[config.mk]
export PLATFORM = sky130hd
export DESIGN_NAME = board_draw_ctrl
export DESIGN_NICKNAME = d
export VERILOG_FILES = /design/src/rtl/board_draw_ctrl.sv
export SDC_FILE = /design/constraint.sdc
export NUM_CORES = 1
export LEC_CHECK = 0
export ABC_AREA = 1
export BUFFER_PORTS_ARGS = -buffer_cell sky130_fd_sc_hd__buf_2
export CORE_MARGIN = 2
export CORE_UTILIZATION = 45
export CTS_CLUSTER_DIAMETER = 30
export CTS_CLUSTER_SIZE = 30
export DETAILED_ROUTE_END_ITERATION = 10
export PLACE_DENSITY = 0.72
export SLEW_MARGIN = 15
export SYNTH_ARGS = -nofsm -noshare
export SYNTH_HDL_FRONTEND = slang
export SYNTH_SLANG_ARGS = --single-unit
[constraint.sdc]
create_clock -name clk_i -period 3.25 [get_ports clk_i]
set_input_delay 0.65 -clock clk_i [delete_from_list [all_inputs] [get_ports clk_i]]
set_output_delay 0.65 -clock clk_i [all_outputs]
set_load 0.1 [all_outputs]
[src/rtl/board_draw_ctrl.sv]
// ============================================================================
// board_draw_ctrl : sequences VGA pixel writes for the 4x5 game board.
// Optional macro GRID_LINES_EN draws each square's outer pixel ring white.
// Revision: 1.0
// ============================================================================
`default_nettype none

module board_draw_ctrl #(
  parameter int COLS    = 4,
  parameter int ROWS    = 5,
  parameter int SQ_SIZE = 16,
  parameter int X0      = 48,
  parameter int Y0      = 20
) (
  input  logic                 clk_i,
  input  logic                 reset_i,
  input  logic                 start_i,
  input  logic [COLS*ROWS-1:0] blue_i,
  input  logic [COLS*ROWS-1:0] red_i,
  output logic [7:0]           x_o,
  output logic [6:0]           y_o,
  output logic [2:0]           colour_o,
  output logic                 plot_o,
  output logic                 busy_o,
  output logic                 done_o
);

  localparam int c_NSQ = COLS * ROWS;
  localparam int c_SQW = $clog2(c_NSQ);
  localparam int c_PW  = $clog2(SQ_SIZE);
  localparam logic [c_SQW-1:0] c_SQ_LAST = c_SQW'(c_NSQ - 1);
  localparam logic [c_PW-1:0]  c_P_LAST  = c_PW'(SQ_SIZE - 1);

  typedef enum logic [1:0] {
    S_IDLE = 2'd0,
    S_LOAD = 2'd1,
    S_DRAW = 2'd2,
    S_DONE = 2'd3
  } state_t;

  state_t           state_q;
  logic [c_NSQ-1:0] snap_blue_q;
  logic [c_NSQ-1:0] snap_red_q;
  logic             pend_q;
  logic [c_SQW-1:0] sq_q;
  logic [c_PW-1:0]  px_q;
  logic [c_PW-1:0]  py_q;
  logic [7:0]       x_q;
  logic [6:0]       y_q;
  logic [2:0]       colour_q;
  logic             plot_q;
  logic             busy_q;
  logic             done_q;

  logic [8:0]       col_d;
  logic [8:0]       row_d;
  logic [7:0]       x_d;
  logic [6:0]       y_d;
  logic [2:0]       colour_d;
  logic             chg_d;

  assign chg_d = ({blue_i, red_i} != {snap_blue_q, snap_red_q});

  // Pixel address is formed in 9 bits; legal parameters keep it in range.
  always_comb begin
    col_d = 9'(sq_q) % 9'(COLS);
    row_d = 9'(sq_q) / 9'(COLS);
    x_d   = 8'(9'(X0) + col_d * 9'(SQ_SIZE) + 9'(px_q));
    y_d   = 7'(9'(Y0) + row_d * 9'(SQ_SIZE) + 9'(py_q));
    case ({snap_blue_q[sq_q], snap_red_q[sq_q]})
      2'b11:   colour_d = 3'b101;
      2'b10:   colour_d = 3'b001;
      2'b01:   colour_d = 3'b100;
      default: colour_d = 3'b000;
    endcase
`ifdef GRID_LINES_EN
    if (px_q == '0 || px_q == c_P_LAST || py_q == '0 || py_q == c_P_LAST) begin
      colour_d = 3'b111;
    end
`endif
  end

  always_ff @(posedge clk_i) begin
    if (reset_i) begin
      state_q     <= S_IDLE;
      snap_blue_q <= '0;
      snap_red_q  <= '0;
      pend_q      <= 1'b0;
      sq_q        <= '0;
      px_q        <= '0;
      py_q        <= '0;
      x_q         <= '0;
      y_q         <= '0;
      colour_q    <= '0;
      plot_q      <= 1'b0;
      busy_q      <= 1'b0;
      done_q      <= 1'b0;
    end else begin
      plot_q <= 1'b0;
      done_q <= 1'b0;
      case (state_q)
        S_IDLE: begin
          if (start_i || pend_q || chg_d) begin
            state_q <= S_LOAD;
            busy_q  <= 1'b1;
          end
        end
        S_LOAD: begin
          snap_blue_q <= blue_i;
          snap_red_q  <= red_i;
          sq_q        <= '0;
          px_q        <= '0;
          py_q        <= '0;
          // The board is captured now, so only a new start counts as pending.
          pend_q      <= start_i;
          state_q     <= S_DRAW;
        end
        S_DRAW: begin
          plot_q   <= 1'b1;
          x_q      <= x_d;
          y_q      <= y_d;
          colour_q <= colour_d;
          if (start_i || chg_d) pend_q <= 1'b1;
          if (px_q == c_P_LAST) begin
            px_q <= '0;
            if (py_q == c_P_LAST) begin
              py_q <= '0;
              if (sq_q == c_SQ_LAST) state_q <= S_DONE;
              else                   sq_q    <= sq_q + 1'b1;
            end else begin
              py_q <= py_q + 1'b1;
            end
          end else begin
            px_q <= px_q + 1'b1;
          end
        end
        default: begin
          done_q  <= 1'b1;
          busy_q  <= 1'b0;
          state_q <= S_IDLE;
          if (start_i || chg_d) pend_q <= 1'b1;
        end
      endcase
    end
  end

  assign x_o      = x_q;
  assign y_o      = y_q;
  assign colour_o = colour_q;
  assign plot_o   = plot_q;
  assign busy_o   = busy_q;
  assign done_o   = done_q;

endmodule

`default_nettype wire

* Word level (Yosys, flattened, before mapping) *
Cells that the tools add are included.

word-level totals
  logic and storage cells = 75
  bits in latches = 0
  memory bits (writable) = 0
  memories kept = 0
  input bits = 43
  output and inout bits = 21
  ROM bits = 0
  bits in registers = 77

operators by class
  divide/modulo/power cells = 0
  multipliers = 0
  reductions and logical operators = 13
  shift-type cells = 0
  $lt $le $gt $ge = 1
  equal/unequal tests = 14
  bitwise operators = 2
  mux-type cells = 25
  $add $sub $neg = 7

operators by type and width
  cell                                                                  count
  40-bit inequality test                                                1
  4-bit one-hot mux with 2 select lines                                 2
  5-bit two-way mux                                                     3
  4-bit two-way mux                                                     3
  1-bit binary-select mux with 5-bit select                             2
  2-bit inequality test, second input constant                          5
  5-bit one-hot mux with 2 select lines                                 1
  3-bit one-hot mux with 3 select lines                                 1
  4-bit by 1-bit adder with 4-bit output, second input constant         2
  7-bit by 4-bit adder with 8-bit output                                1
  4-bit == test, second input constant                                  2
  2-bit two-way mux                                                     4
  4-bit AND reduction                                                   2
  5-bit by 7-bit adder with 7-bit output, first input constant          1
  6-bit by 6-bit adder with 7-bit output, first input constant          1
  7-bit by 4-bit adder with 7-bit output                                1
  2-bit == test, second input constant                                  3
  5-bit by 6-bit < comparator with 1-bit output, second input constant  1
  1-bit two-way mux                                                     6
  2-bit one-hot mux with 3 select lines                                 1
  2-bit AND reduction                                                   3
  5-bit by 1-bit adder with 5-bit output, second input constant         1
  5-bit == test, second input constant                                  1
  2-bit by 1-bit == test with 1-bit output, second input constant       2
  7 further kinds                                                       12

* Logic depth before layout (Yosys ltp) *
Gate-level depths: netlist (run 1).

  word-level depth = 5
  gate-level depth with buffers = 12
  mapped depth without buffers = 12

* Worst setup path after synthesis (run 1) *
OpenSTA, ideal clock, no wires.

  path type = register -> output
  from = register x_q[0] (netlist: x_o[0])
  to = output x_o[0]
  data arrival time = 925 ps
  buffers on the path = 0
  path slack = 1675 ps
  stages on the path, launching flop included = 1
  required time = 2600 ps
  cell sequence = dfxtp_1

RTL lines
  item                      RTL line  RTL
  start: declaration        48        logic [7:0] x_q;
  start signal: assignment  92        x_q <= '0;
  start signal: assignment  120       x_q <= x_d;
  end: declaration          20        output logic [7:0] x_o,

No word-level cell between the ends.

* Worst setup path after layout (run 1) *
  from = register state_q[0]
  to = register px_q[0]

on the way
  longest elaborated chain between the ends = 2
  elaborated cells between the ends (all ways) = 4
  those cells by class = eq/ne: 2; mux: 1; reduce/logical: 1

RTL lines
  item                                                                                RTL line  RTL
  start: declaration                                                                  41        state_t state_q;
  start signal: assignment                                                            85        state_q <= S_IDLE;
  start signal: assignment                                                            104       state_q <= S_LOAD;
  start signal: assignment                                                            116       state_q <= S_DRAW;
  2-bit == test / 2-bit by 1-bit == test with 1-bit output (equally long branches)    101       case (state_q)
  4-bit one-hot mux with 2 select lines / 2-bit nonzero test (equally long branches)  n/a
  end signal: assignment                                                              134       px_q <= px_q + 1'b1;
  end: declaration                                                                    46        logic [c_PW-1:0] px_q;

Parallel ways exist; a longest one is shown, timed or not.
A chain may end at the register's enable or synchronous reset.

==> results of run 1 <==
-- synth_stat cells, drive strengths merged --
master,n,share of area
a21o,1,0.0019
a21oi,73,0.092
a22oi,1,0.0019
a31oi,1,0.0016
buf,11,0.018
clkbuf,16,0.015
clkinv,2,0.0019
conb,1,0.00094
dfxtp,75,0.38
ha,9,0.028
inv,85,0.080
nand2,134,0.13
nand3,14,0.020
nand4,9,0.016
nor2,69,0.067
nor3,5,0.0063
nor3b,2,0.0063
o21ai,84,0.11
o22ai,1,0.0016
or2,1,0.0016
xnor2,8,0.018
xor2,5,0.011
-- worst max-delay path by stage --
stage                     slack [ns]       start         endpoint  cells after the start
final                           1.36  state_q[0]          px_q[0]                      6
after global routing            1.14  state_q[0]          px_q[0]                      6
after CTS                       1.31  state_q[0]          px_q[0]                      6
after detailed placement        1.29     reset_i   snap_blue_q[1]                      5
after global placement          1.32     reset_i  snap_blue_q[15]                      5
after floorplan                 1.67      x_o[0]           x_o[0]                      0
-- power groups by stage --
stage                     Combinational [uW]  Sequential (uW)  Clock (uW)
after global routing                    1830             1470         821
after CTS                               1670             1430         775
after global placement                  1620             1430           0
after floorplan                          810             1950           0
after detailed placement                1660             1450           0
final                                   1660             1430         756
-- layer usage --
layer | vias to the layer above | wire, um | GRT usage
met5 | - | 13 | 0
met4 | 2 | 89 | 0.0502
met3 | 14 | 552 | 0.0422
met2 | 88 | 4720 | 0.360
met1 | 1718 | 4370 | 0.253
li1 | 2032 | - | -
-- final cells by class --
class	count	area (um2)	area share
clock buffer	14	183	0.0401
clock inverter	1	30.0	0.00659
inverter	87	327	0.0717
multi-input combinational	419	2030	0.446
sequential	75	1500	0.330
tap	108	135	0.0297
timing repair buffer	65	348	0.0764
-- worst max-delay path, cell delays in order (launching register included) --
cell	delay, ns
dfxtp_1	0.34
inv_1	0.12
ha_1	0.53
clkinv_1	0.42
nor2_1	0.24
nand2_1	0.07
a21oi_1	0.11
-- kinds of logic after synthesis --
family / after synthesis / share of synthesized area
buffers and inverters: 114 / 0.116
other: 1 / 0.000941
DFF: 75 / 0.377
xor gates and xnor gates: 13 / 0.0286
AOI/OAI and AO/OA: 161 / 0.204
adders and majority gates: 9 / 0.0282
and+or+nand+nor: 234 / 0.246
-- placed cells by master (no fill, tap or decap), types with 2 or more instances in the layout --
master    instances
nor3b_2           2
ha_1              8
o21ai_1           5
clkinv_1          2
dfxtp_1          75
nand3_1          12
nand3_2           2
inv_1            77
nand2_1         129
a21oi_1          73
nand2_2           5
conb_1            2
buf_4             3
inv_2             8
xor2_1            5
nand4_1           8
nor2_1           66
xnor2_1           8
nor3_1            5
clkbuf_8         13
nor2_2            3
buf_2            61
o21ai_0          79
-- state kept, by name (all words and copies together), names as in the netlist --
name / cells
snap_blue_q: 20
sq_q: 5
y_o: 7
snap_red_q: 20
busy_o: 1
state_q: 2
done_o: 1
py_q: 4
colour_o: 2
plot_o: 1
pend_q: 1
x_o: 7
px_q: 4
-- through the flow --
stage                     setup slack, ns  power [uW]
after floorplan                      1.67        2760
final                                1.36        3850
after global placement               1.32        3050
after detailed placement             1.29        3100
after global routing                 1.14        4120
after CTS                            1.31        3870
==> flow_metrics.env, run 1 <==
export IMPL_num_rows=34
export IMPL_start_kind="flip-flop"
export IMPL_grt_start_max_net_pins=70
export IMPL_ys_ff_latch=75
export IMPL_cts_resized=0
export IMPL_nNetsFinal=709
export IMPL_syn_mean_instance_area_um2=6.57
export IMPL_p_sw_frac=0.463
export IMPL_skew_ns=0.00930
export IMPL_dieArea_um2=9630
export IMPL_internal_power_uw=2070
export IMPL_final_util=0.527
export IMPL_wl_per_cell_um=12.7
export IMPL_first_pass_iters=4
export IMPL_grt_overflow_total=0
export IMPL_netlist_instances=607
export IMPL_n_fill_cell=872
export IMPL_root_buffer="clkbuf_8"
export IMPL_maxCapViolations=0
export IMPL_pwr_share_clk=0.197
export IMPL_path_max_fanout=15
export IMPL_finalNonFillerCells=769
export IMPL_die_x_um=98.1
export IMPL_ctsHoldBuffers=0
export IMPL_post_route_drc_count=0
export IMPL_io_pins=64
export IMPL_drt_antenna_violating_nets=0
export IMPL_whs_path_depth=2
export IMPL_num_vias=3854
export IMPL_r2r_start="state_q[0]"
export IMPL_grt_pass1_wl_um=16300
export IMPL_hold_start="x_o[3]"
export IMPL_hp_class="flip-flop to flip-flop"
export IMPL_syn2layout_area_growth_pct=14.2
export IMPL_drv_slew=0
export IMPL_syn_area_um2=3990
export IMPL_endpoint_kind="flip-flop"
export IMPL_dp_final_hpwl_um=7120
export IMPL_place_area_um2=4340
export IMPL_power_leakage_uw=0.00218
export IMPL_post_cts_setup_buffers=0
export IMPL_start_util=0.462
export IMPL_diodes=0
export IMPL_clock_latency_ns=0.34
export IMPL_power_density_nw_per_um2=845
export IMPL_seq_power_share=0.372
export IMPL_crit_arrival_ns=2.17
export IMPL_r2r_end="px_q[0]"
export IMPL_worstMarginPinSlew_ns=0.680
export IMPL_stdcell_area_um2=4550
export IMPL_cts_made_buffers=9
export IMPL_clock_sinks=75
export IMPL_critPathKind="flip-flop to flip-flop"
export IMPL_hold_ws_ns=0.472
export IMPL_finalCritPeriodShare=0.582
export IMPL_p_switching_uw=1780
export IMPL_rsz0062_at_grt="false"
export IMPL_finalHoldViolCount=0
export IMPL_ir_drop_uv=577
export IMPL_via_per_inst=5.01
export IMPL_antenna_found_initial=1
export IMPL_wl_um=9740
export IMPL_timing_fmax_mhz=529
export IMPL_io_buffers=61
export IMPL_min_period_ns=1.89
export IMPL_track_usage=0.204
export IMPL_yosys_warnings=0
export IMPL_setup_tns_ns=0
export IMPL_core_um2=8640
export IMPL_path_clk_slew_ns=0.07
export IMPL_clockBufferDepth=2
export IMPL_synth_yosys_seq_area_share=0.377
export IMPL_place_inst=754
export IMPL_status="finished clean"
export IMPL_grt_pass1_vias=3661
export IMPL_setup_violations=0
export IMPL_routabilityCongestion=0.822
export IMPL_power_combinational_fraction=0.431
export IMPL_r2r_setup_slack_ns=1.36
export IMPL_cts_tree="yes"
export IMPL_die_h_um=98.1
export IMPL_relSlewSlack=0.546
export IMPL_hold_end="x_o[3]"
export IMPL_cts_max_level=3
export IMPL_synthDistinctLibCells=32
export IMPL_r2r_cells=6
export IMPL_required_ns=3.53
export IMPL_drive_gt1_frac=0.154
export IMPL_first_iter_violations=156
Power figures use the tool's default switching activity.
==> inputs of run 2 (changes only) <==
==> constraint.sdc (replaced) <==
create_clock -name clk_i -period 1.95 [get_ports clk_i]
set_input_delay 0.39 -clock clk_i [delete_from_list [all_inputs] [get_ports clk_i]]
set_output_delay 0.39 -clock clk_i [all_outputs]
set_load 0.1 [all_outputs]
==> flow_metrics.env, run 2 (same netlist as run 1, synthesis figures left out) <==
export IMPL_maxCapViolations=0
export IMPL_start_kind="flip-flop"
export IMPL_wl_per_cell_um=12.6
export IMPL_r2r_start="state_q[0]"
export IMPL_num_vias=3889
export IMPL_first_iter_violations=137
export IMPL_drive_gt1_frac=0.163
export IMPL_ir_drop_uv=1050
export IMPL_post_cts_setup_buffers=0
export IMPL_critPathKind="flip-flop to flip-flop"
export IMPL_required_ns=2.19
export IMPL_layout_common_cells="129 x nand2_1, 79 x o21ai_0, 77 x inv_1, 75 x dfxtp_1, 73 x a21oi_1"
export IMPL_cts_resized=0
export IMPL_skew_ns=0.0103
export IMPL_syn2layout_area_growth_pct=14.9
export IMPL_hold_start="blue_i[4]"
export IMPL_cts_tree="yes"
export IMPL_path_max_fanout=13
export IMPL_r2r_setup_slack_ns=0.19
export IMPL_setup_violations=0
export IMPL_clockBufferDepth=2
export IMPL_post_route_drc_count=0
export IMPL_wl_um=9760
export IMPL_die_h_um=98.1
export IMPL_clock_sinks=75
export IMPL_io_pins=64
export IMPL_setup_tns_ns=0
export IMPL_dieArea_um2=9630
export IMPL_drt_antenna_violating_nets=0
export IMPL_dp_final_hpwl_um=7090
export IMPL_r2r_cells=7
export IMPL_via_per_inst=5.02
export IMPL_power_leakage_uw=0.00219
export IMPL_nNetsFinal=714
export IMPL_busiest_layer="met2"
export IMPL_rsz0062_at_grt="false"
export IMPL_ctsHoldBuffers=0
export IMPL_path_clk_slew_ns=0.09
export IMPL_power_density_nw_per_um2=1400
export IMPL_hold_end="snap_blue_q[4]"
export IMPL_first_pass_iters=5
export IMPL_track_usage=0.206
export IMPL_io_buffers=61
export IMPL_grt_start_max_net_pins=70
export IMPL_min_period_ns=1.76
export IMPL_clock_latency_ns=0.35
export IMPL_grt_pass1_vias=3692
export IMPL_timing_fmax_mhz=568
export IMPL_num_rows=34
export IMPL_grt_use_met2=0.362
export IMPL_endpoint_kind="flip-flop"
export IMPL_n_fill_cell=864
export IMPL_top_regs="snap_blue_q (20), snap_red_q (20)"
export IMPL_start_util=0.462
export IMPL_hold_ws_ns=0.295
export IMPL_root_buffer="clkbuf_8"
export IMPL_use_met3=0.0494
export IMPL_cts_made_buffers=9
export IMPL_cts_max_level=3
export IMPL_finalHoldViolCount=0
export IMPL_whs_path_depth=3
export IMPL_status="finished clean"
export IMPL_die_x_um=98.1
export IMPL_hp_class="primary input to flip-flop"
export IMPL_final_common_cell="nand2_1"
export IMPL_core_um2=8640
export IMPL_grt_pass1_wl_um=16400
export IMPL_crit_arrival_ns=2.00
export IMPL_met1_usage=0.255
export IMPL_r2r_end="py_q[3]"
export IMPL_routabilityCongestion=0.825
export IMPL_antenna_found_initial=0
export IMPL_diodes=0
export IMPL_grt_overflow_total=0
export IMPL_drv_slew=0
export IMPL_finalCritPeriodShare=0.903
==> run 2: changes by cell type in the layout (fill, tap and decap cells not counted), sizes merged <==
| cell | change |
|---|---|
| inv | +2 |
| clkbuf | -5 |
| clkinvlp | +2 |
| buf | +5 |
| clkinv | +2 |
==> run 2: layer usage <==
metal  up-vias  wire length (um)
met5         -                 0
met4         0               129
met3        11               536
met2       101              4750
met1      1737              4340
li1       2040                 -
==> run 2: how the worst max path moves through the flow <==
stage | cells after the start | endpoint | start | slack [ns]
2_1_floorplan | 10 | sq_q[4] | state_q[1] | 0.53
3_3_place_gp | 10 | state_q[1] | red_i[0] | 0.33
3_5_place_dp | 7 | py_q[3] | state_q[0] | 0.20
4_1_cts | 7 | py_q[3] | state_q[0] | 0.19
5_1_grt | 6 | px_q[0] | state_q[0] | 0.05
6_report | 7 | py_q[3] | state_q[0] | 0.19
==> run 2: area by class of cell <==
| cell class | instances | area, um2 | area share |
|---|---|---|---|
| clock buffers | 9 | 124 | 0.0270 |
| clock inverters | 7 | 76.3 | 0.0167 |
| inverters | 87 | 327 | 0.0713 |
| repair buffers | 70 | 385 | 0.0842 |
| multi-input cells | 419 | 2030 | 0.443 |
| flip-flops and latches | 75 | 1500 | 0.328 |
| well taps | 108 | 135 | 0.0295 |
==> run 2: critical path, cell delays in order, from the launching register on <==
cell,delay [ns]
dfxtp_1,0.34
inv_1,0.12
ha_1,0.47
nand2_1,0.18
nor2_1,0.17
nor2_1,0.10
a22oi_1,0.21
nor2_1,0.06
==> run 2: stage by stage <==
stage                     worst slack (ns)  cell area (um2)   util  total power, uW  cells
final                                0.188             4580  0.530             6430    775
after global routing                0.0477             4580  0.530             6870    775
after CTS                            0.187             4580  0.530             6460    775
after detailed placement             0.198             4380  0.507             5230    759
after global placement               0.334             4380  0.507             5140    759
after floorplan                      0.530             3990      -             4610    608
==> run 2: power by group <==
part | internal (uW) | switching (uW)
sequential | 2020 | 357
clock | 600 | 629
combinational | 746 | 2080
